--- src/rtl/i2c_wbs_req_master_8_pkg.sv ---
// ----------------------------------------------------------------------------
// i2c_wbs_req_master_8_pkg
// Shared definitions for the library's Wishbone request masters:
//   - wb_state_e         : IDLE / BUS / RESP state encoding
//   - WB_TIMEOUT_DEFAULT : default ack wait limit in clock cycles
// ----------------------------------------------------------------------------
package i2c_wbs_req_master_8_pkg;

    typedef enum logic [1:0] {
        ST_IDLE = 2'd0,
        ST_BUS  = 2'd1,
        ST_RESP = 2'd2
    } wb_state_e;

    localparam int WB_TIMEOUT_DEFAULT = 256;

endpackage : i2c_wbs_req_master_8_pkg

--- src/rtl/i2c_wbs_req_master_8.sv ---
// ----------------------------------------------------------------------------
// i2c_wbs_req_master_8
// Converts a valid/ready request stream into single Wishbone classic cycles
// towards the 8-bit I2C master register block and returns one response per
// request (read data, or an error when the slave fails to ack in time).
//
// Ports:
//   clk, rst                  clock, asynchronous active-high reset
//   s_req_addr/data/we        request: register address, write data, write flag
//   s_req_valid/ready         request handshake
//   m_rsp_data/err            response: read data (0 for writes/errors), timeout
//   m_rsp_valid/ready         response handshake
//   wbm_adr_o/dat_o/we_o      Wishbone address, write data, write enable
//   wbm_stb_o/cyc_o           Wishbone strobe and cycle (always driven together)
//   wbm_dat_i/ack_i           Wishbone read data and acknowledge
//   busy                      high whenever a transaction is in flight
// ----------------------------------------------------------------------------
module i2c_wbs_req_master_8
    import i2c_wbs_req_master_8_pkg::*;
#(
    parameter int ADDR_WIDTH    = 3,
    parameter int DATA_WIDTH    = 8,
    parameter int TIMEOUT       = WB_TIMEOUT_DEFAULT,
    parameter int TIMEOUT_WIDTH = 16
) (
    input  logic                  clk,
    input  logic                  rst,
    input  logic [ADDR_WIDTH-1:0] s_req_addr,
    input  logic [DATA_WIDTH-1:0] s_req_data,
    input  logic                  s_req_we,
    input  logic                  s_req_valid,
    output logic                  s_req_ready,
    output logic [DATA_WIDTH-1:0] m_rsp_data,
    output logic                  m_rsp_err,
    output logic                  m_rsp_valid,
    input  logic                  m_rsp_ready,
    output logic [ADDR_WIDTH-1:0] wbm_adr_o,
    output logic [DATA_WIDTH-1:0] wbm_dat_o,
    input  logic [DATA_WIDTH-1:0] wbm_dat_i,
    output logic                  wbm_we_o,
    output logic                  wbm_stb_o,
    output logic                  wbm_cyc_o,
    input  logic                  wbm_ack_i,
    output logic                  busy
);

    // A zero TIMEOUT means wait for ack forever.
    localparam bit TIMEOUT_EN = (TIMEOUT != 0);
    // Timer value seen on the last permitted bus cycle.
    localparam logic [TIMEOUT_WIDTH-1:0] TIMEOUT_LAST =
        TIMEOUT_EN ? TIMEOUT_WIDTH'(TIMEOUT - 1) : {TIMEOUT_WIDTH{1'b0}};

    wb_state_e               state_r,     state_s;
    logic [TIMEOUT_WIDTH-1:0] timer_r,    timer_s;
    logic [ADDR_WIDTH-1:0]   adr_r,       adr_s;
    logic [DATA_WIDTH-1:0]   dat_r,       dat_s;
    logic                    we_r,        we_s;
    logic                    cyc_r,       cyc_s;
    logic [DATA_WIDTH-1:0]   rsp_data_r,  rsp_data_s;
    logic                    rsp_err_r,   rsp_err_s;
    logic                    rsp_valid_r, rsp_valid_s;
    logic                    timeout_hit_s;

    // Last permitted cycle of the ack wait has been reached.
    always_comb begin
        timeout_hit_s = 1'b0;
        if (TIMEOUT_EN && (timer_r == TIMEOUT_LAST)) begin
            timeout_hit_s = 1'b1;
        end else begin
            timeout_hit_s = 1'b0;
        end
    end

    // Next-state and next-register logic for the request/bus/response sequence.
    always_comb begin
        state_s     = state_r;
        timer_s     = timer_r;
        adr_s       = adr_r;
        dat_s       = dat_r;
        we_s        = we_r;
        cyc_s       = cyc_r;
        rsp_data_s  = rsp_data_r;
        rsp_err_s   = rsp_err_r;
        rsp_valid_s = rsp_valid_r;
        case (state_r)
            ST_IDLE: begin
                // s_req_ready is high throughout IDLE, so valid alone accepts.
                if (s_req_valid) begin
                    adr_s   = s_req_addr;
                    dat_s   = s_req_data;
                    we_s    = s_req_we;
                    timer_s = {TIMEOUT_WIDTH{1'b0}};
                    cyc_s   = 1'b1;
                    state_s = ST_BUS;
                end else begin
                    state_s = ST_IDLE;
                end
            end
            ST_BUS: begin
                timer_s = timer_r + {{(TIMEOUT_WIDTH-1){1'b0}}, 1'b1};
                // Ack is checked first so a late ack on the final cycle still wins.
                if (wbm_ack_i) begin
                    rsp_data_s  = we_r ? {DATA_WIDTH{1'b0}} : wbm_dat_i;
                    rsp_err_s   = 1'b0;
                    rsp_valid_s = 1'b1;
                    cyc_s       = 1'b0;
                    state_s     = ST_RESP;
                end else if (timeout_hit_s) begin
                    rsp_data_s  = {DATA_WIDTH{1'b0}};
                    rsp_err_s   = 1'b1;
                    rsp_valid_s = 1'b1;
                    cyc_s       = 1'b0;
                    state_s     = ST_RESP;
                end else begin
                    state_s = ST_BUS;
                end
            end
            ST_RESP: begin
                if (m_rsp_ready) begin
                    rsp_valid_s = 1'b0;
                    state_s     = ST_IDLE;
                end else begin
                    state_s = ST_RESP;
                end
            end
            default: begin
                cyc_s       = 1'b0;
                rsp_valid_s = 1'b0;
                state_s     = ST_IDLE;
            end
        endcase
    end

    // State and output registers; reset abandons any bus cycle and response.
    always_ff @(posedge clk or posedge rst) begin
        if (rst) begin
            state_r     <= ST_IDLE;
            timer_r     <= {TIMEOUT_WIDTH{1'b0}};
            adr_r       <= {ADDR_WIDTH{1'b0}};
            dat_r       <= {DATA_WIDTH{1'b0}};
            we_r        <= 1'b0;
            cyc_r       <= 1'b0;
            rsp_data_r  <= {DATA_WIDTH{1'b0}};
            rsp_err_r   <= 1'b0;
            rsp_valid_r <= 1'b0;
        end else begin
            state_r     <= state_s;
            timer_r     <= timer_s;
            adr_r       <= adr_s;
            dat_r       <= dat_s;
            we_r        <= we_s;
            cyc_r       <= cyc_s;
            rsp_data_r  <= rsp_data_s;
            rsp_err_r   <= rsp_err_s;
            rsp_valid_r <= rsp_valid_s;
        end
    end

    // Gating with rst keeps ready low during reset even though state reads IDLE.
    assign s_req_ready = (state_r == ST_IDLE) && !rst;
    assign busy        = (state_r != ST_IDLE);
    assign wbm_adr_o   = adr_r;
    assign wbm_dat_o   = dat_r;
    assign wbm_we_o    = we_r;
    assign wbm_cyc_o   = cyc_r;
    assign wbm_stb_o   = cyc_r;
    assign m_rsp_data  = rsp_data_r;
    assign m_rsp_err   = rsp_err_r;
    assign m_rsp_valid = rsp_valid_r;

endmodule : i2c_wbs_req_master_8

--- config.mk ---
export PLATFORM = sky130hd
export DESIGN_NAME = i2c_wbs_req_master_8
export DESIGN_NICKNAME = d
export VERILOG_FILES = /design/src/rtl/i2c_wbs_req_master_8_pkg.sv /design/src/rtl/i2c_wbs_req_master_8.sv
export SDC_FILE = /design/constraint.sdc
export NUM_CORES = 1
export LEC_CHECK = 0
export CORE_MARGIN = 2
export CORE_UTILIZATION = 45
export CTS_BUF_LIST = sky130_fd_sc_hd__clkbuf_2 sky130_fd_sc_hd__clkbuf_4 sky130_fd_sc_hd__clkbuf_8
export DETAILED_ROUTE_END_ITERATION = 6
export GPL_TIMING_DRIVEN = 0
export PLACE_DENSITY = 0.83
export SYNTH_ARGS = -nofsm -noshare
export SYNTH_HDL_FRONTEND = slang
export SYNTH_SLANG_ARGS = --single-unit
--- constraint.sdc ---
create_clock -name clk -period 1.65 [get_ports clk]
set_input_delay 0.33 -clock clk [delete_from_list [all_inputs] [get_ports clk]]
set_output_delay 0.33 -clock clk [all_outputs]
set_load 0.05 [all_outputs]
== Word level (Yosys, flattened, before mapping) ==
Cells that the tools add are included.
Cells by class
  $add $sub $neg: 1
  equality and inequality tests: 6
  multiplexer cells: 20
  bitwise operators: 2
  reductions and logical operators: 11
Operators by type and width (number)
  one-hot mux 16 bit (2 select lines): 1
  2-to-1 mux 8 bit: 3
  adder 16 x 1 -> 16 bit, second input constant: 1
  equality test 16 x 8 -> 1 bit, second input constant: 1
  2-to-1 mux 16 bit: 1
  2-to-1 mux 1 bit: 9
  2-to-1 mux 2 bit: 3
  one-hot mux 1 bit (3 select lines): 2
  one-hot mux 2 bit (3 select lines): 1
  AND reduction 2 bit: 3
  AND reduction 3 bit: 2
  nonzero test 2 bit: 3
  inequality test 2 bit, second input constant: 2
  inequality test 3 bit, second input constant: 1
  equality test 2 x 1 -> 1 bit, second input constant: 1
  equality test 2 bit, second input constant: 1
  logical NOT 2 bit: 1
  NOT 1 bit: 2
  logical AND 1 bit: 1
  logical NOT 1 bit: 1
Storage, ports and cells
  bits in registers: 41
  bits of input ports: 25
  output and inout bits: 26
  logic and storage cells: 49

== Longest topological paths before layout ==
  word-level depth: 5
  gate-level depth with buffers: 6
  gate-level depth less buffers: 5

== Worst setup path after synthesis ==
OpenSTA, ideal clock, no wires.
  path kind: reg2out
  from: register state_r[0]
  to: output s_req_ready
  data arrival time: 1.572 ns
  required time: 1.320 ns
  slack: -0.252 ns
  stages on the path, launching flop included: 5
  buffers on the path: 1
  cell sequence: dfrtp_1 buf_4 nor2_1 inv_1 nor2_1
On the way
  longest elaborated chain between the ends: 2
RTL lines
  start: declaration: line i2c_wbs_req_master_8.sv:53  | wb_state_e state_r, state_s;
  start signal: assignment: line i2c_wbs_req_master_8.sv:147  | state_r <= state_s;
  logical NOT 2 bit: line i2c_wbs_req_master_8.sv:160  | assign s_req_ready = (state_r == ST_IDLE) && !rst;
  logical AND 1 bit: line i2c_wbs_req_master_8.sv:160
  end: declaration: line i2c_wbs_req_master_8.sv:32  | output logic s_req_ready,
No other way between the ends.

== Worst setup path in the final report ==
  from: register timer_r[11]
  to: register cyc_r (netlist: wbm_cyc_o)
On the way
  longest elaborated chain between the ends: 4
RTL lines
  start: declaration: line i2c_wbs_req_master_8.sv:54  | logic [TIMEOUT_WIDTH-1:0] timer_r, timer_s;
  start signal: assignment: line i2c_wbs_req_master_8.sv:138  | timer_r <= {TIMEOUT_WIDTH{1'b0}};
  start signal: assignment: line i2c_wbs_req_master_8.sv:148  | timer_r <= timer_s;
  equality test 16 x 8 -> 1 bit: line i2c_wbs_req_master_8.sv:67  | if (TIMEOUT_EN && (timer_r == TIMEOUT_LAST)) begin
  2-to-1 mux 1 bit: line i2c_wbs_req_master_8.sv:67
  inequality test 3 bit (no source line)
  AND reduction 3 bit (no source line)
  end signal: assignment: line i2c_wbs_req_master_8.sv:152  | cyc_r <= cyc_s;
  end: declaration: line i2c_wbs_req_master_8.sv:58  | logic cyc_r, cyc_s;
No other way between the ends.
A chain may end at the register's enable or synchronous reset.

==> flow_summary.toml <==
[yosys]
synth_top_area_cell = "dfrtp_1"
synthDistinctLibCells = 33
avgSynthCellArea_um2 = 11.5
synthTopCellsByArea = "dfrtp_1 55%, mux2_2 7.2%, a22o_1 3.7%"
synth_top_area_share_pct = 54.8
synth_warnings = 0
synth_seq_cells = 41
yosysSeqAreaShare_pct = 54.8
ys.flop_type = "dfrtp_1"
synth_area_mm2 = 0.00187
synth_nets = 188
synth.most_common_cell = "dfrtp_1"
synth_enable_flop_cells = 0
syn_inst = 162
synthTopCellsByCount = "41 x dfrtp_1, 17 x nand2_1, 12 x mux2_2"
async_flop_share_pct = 100

[routing]
drtIter0Drc = 60
avgRoutedWirePerCell_um = 15.7
ant_nets = 0
routed_wl_mm = 4.32
first_pass_iters = 4
drc = 0
route.vias.total = 1539
vias_per_cell = 5.58

[floorplan]
coreArea_mm2 = 0.00400
fp.dieH_um = 68.5
die_area_mm2 = 0.00469
start_util_pct = 46.8
fp.dieW_um = 68.5
rows = 23
io_pins = 51

[worst_setup_path]
cpMaxStageDelayCell = "or4_4"
rrSetupSlack_ps = -40
worst_r2r_path_depth = 4
crit_path_end_kind = "flop"
cp.required_ps = 1840
r2r_end = "wbm_cyc_o"
slowest_delay_ps = 570
r2r_start = "timer_r[11]"
criticalPathCategory = "reg -> reg"
cp-startpoint = "timer_r[11]"
cp_data_arrival_time_ps = 1880
crit_path_start_kind = "flop"
crit_chain = "or4_4 -> nor3_4 -> a21oi_4 -> a31o_1"
path_max_fanout = 10

[finish]
regArea_mm2 = 0.00103
antenna_cells = 0
layout-drive-gt1-share_pct = 22.1
nets = 252
multiInputGateArea_um2 = 850
fill_cells = 325
post-route-util_pct = 65.2
area_delta_synth_final_pct = 39.4

[global_routing]
use_met2_pct = 31.6
grt_max_degree = 42
busiest_layer = "met2"
overflow = 0
grt_pass1_vias = 1425
grt_usage_pct = 19.2
antenna_found_initial = 0
grt_pass1_wl_mm = 6.56
use_met3_pct = 4.44
met1_usage_pct = 24.1

[hold_path]
min_to = "m_rsp_data[4]"
hold_start = "m_rsp_data[4]"
hold_class = "reg -> reg"
min_delay_path_depth = 1

[outcome]
status = "finished, violations left"
violations = "setup timing"

[placement]
place.gp.congestion = 0.787
place_hpwl_mm = 2.82
io_buffers = 50

[power_and_ir_drop]
powerDensity_mw_per_mm2 = 1830
ir_drop_uv = 1050
p_leak_uw = 0.00121

[clock_network]
clk_path_buf_depth = 2
numCtsBuffers = 5
tritoncts = "built"
clock_latency_ps = 300
ctsHtreeMaxLevel = 2
cts_root_buffer = "clkbuf_8"
clk_pin_slew_ps = 70
cts.sinks = 41
hold_buffers = 0

[sta]
fin_crit_sh_pct = 102
fin_setup_tns_ps = -62.3
max_freq_mhz = 593
rsz0062_at_grt = "true"
fin_skew_ps = 3.72
setup_viol = 5
report.final.slew_viol_count = 0
worst_pin_slew_ps = 856
finalWorstSetupSlack_ps = -35.8
slew_headroom_pct = 42.9
period_needed_ps = 1690
finalHoldViolations = 0

[run]
drv_cap = 0
-- cells in the final DEF (no fill, tap or decap), types with 2 or more instances in the layout --
cell,instances
clkbuf_8,6
o21ai_0,6
o211ai_1,5
or4_4,3
inv_1,2
and3_1,2
mux2_2,12
clkdlybuf4s50_1,24
clkbuf_2,3
a21o_1,8
a22o_1,8
nand2_1,16
nand3_1,9
nor2_1,6
a21oi_1,3
nand4_1,3
nor2_4,2
mux2i_1,7
buf_4,10
dfrtp_1,40
dlygate4sd2_1,23
o31ai_1,6
inv_2,2
-- cell families after synthesis --
logic type,count (synthesis),synth area share [%]
multiplexers,19,11.0
AO/OA/AOI/OAI,40,15.6
flip-flops,41,54.8
buffers and inverters,10,2.54
adder cells (fa/ha/maj),1,0.669
AND/OR/NAND/NOR,51,15.4
-- worst max-delay path: cells and delay by family, from the launching register on --
family	cells	cell delay, ps
flip-flops	1	390
AO/OA/AOI/OAI	2	380
AND/OR/NAND/NOR	2	810
-- timing repair --
action / in CTS / in global routing
pin swaps: 2 / 1
setup buffers: 5 / 2
resized for setup: 44 / 12
endpoints found under the setup margin: 48 / 28
-- state kept, by name (all words and copies together), names as in the netlist --
name,count
m_rsp_data,8
m_rsp_err,1
m_rsp_valid,1
state_r,2
timer_r,16
wbm_adr_o,3
wbm_cyc_o,1
wbm_dat_o,8
wbm_we_o,1
-- report_power, final --
part / switching, uW / internal, uW / leakage (uW)
Clock: 331 / 348 / 0.0000477
Sequential: 198 / 1320 / 0.000509
Combinational: 1700 / 869 / 0.000650
-- layer usage --
metal,up-vias,share of wire (%)
li1,728,-
met1,759,42
met2,45,52
met3,7,3.8
met4,0,1.8
met5,-,0
-- area by class of cell --
cell class                 instances  area share (%)
inverter                           4           0.576
timing repair buffer              57            20.0
buffer                             6            1.58
multi-input combinational        111            32.6
sequential                        41            39.4
clock buffer                       7            3.45
tap                               50            2.40
-- how the worst max path moves through the flow --
stage | to | slack [ps] | depth (start not counted)
finish | wbm_cyc_o | -40 | 4
global route | wbm_cyc_o | -110 | 4
CTS | wbm_dat_o[2] | -40 | 5
detailed placement | s_req_ready | -400 | 3
global placement | wbm_dat_o[2] | -580 | 2
floorplan | timer_r[13] | 60 | 5
-- per-stage QoR --
step | instance area, um2 | setup slack, ps | hold slack [ps] | total power (uW) | std cells
floorplan | 1880 | 57.8 | 432 | 3370 | 162
global placement | 2440 | -577 | 481 | 4160 | 262
detailed placement | 2440 | -395 | 487 | 4220 | 262
CTS | 2570 | -36.3 | 502 | 4730 | 274
global route | 2610 | -108 | 522 | 5010 | 276
finish | 2610 | -35.8 | 501 | 4770 | 276
Note: power is estimated with default switching activity, not from simulation.
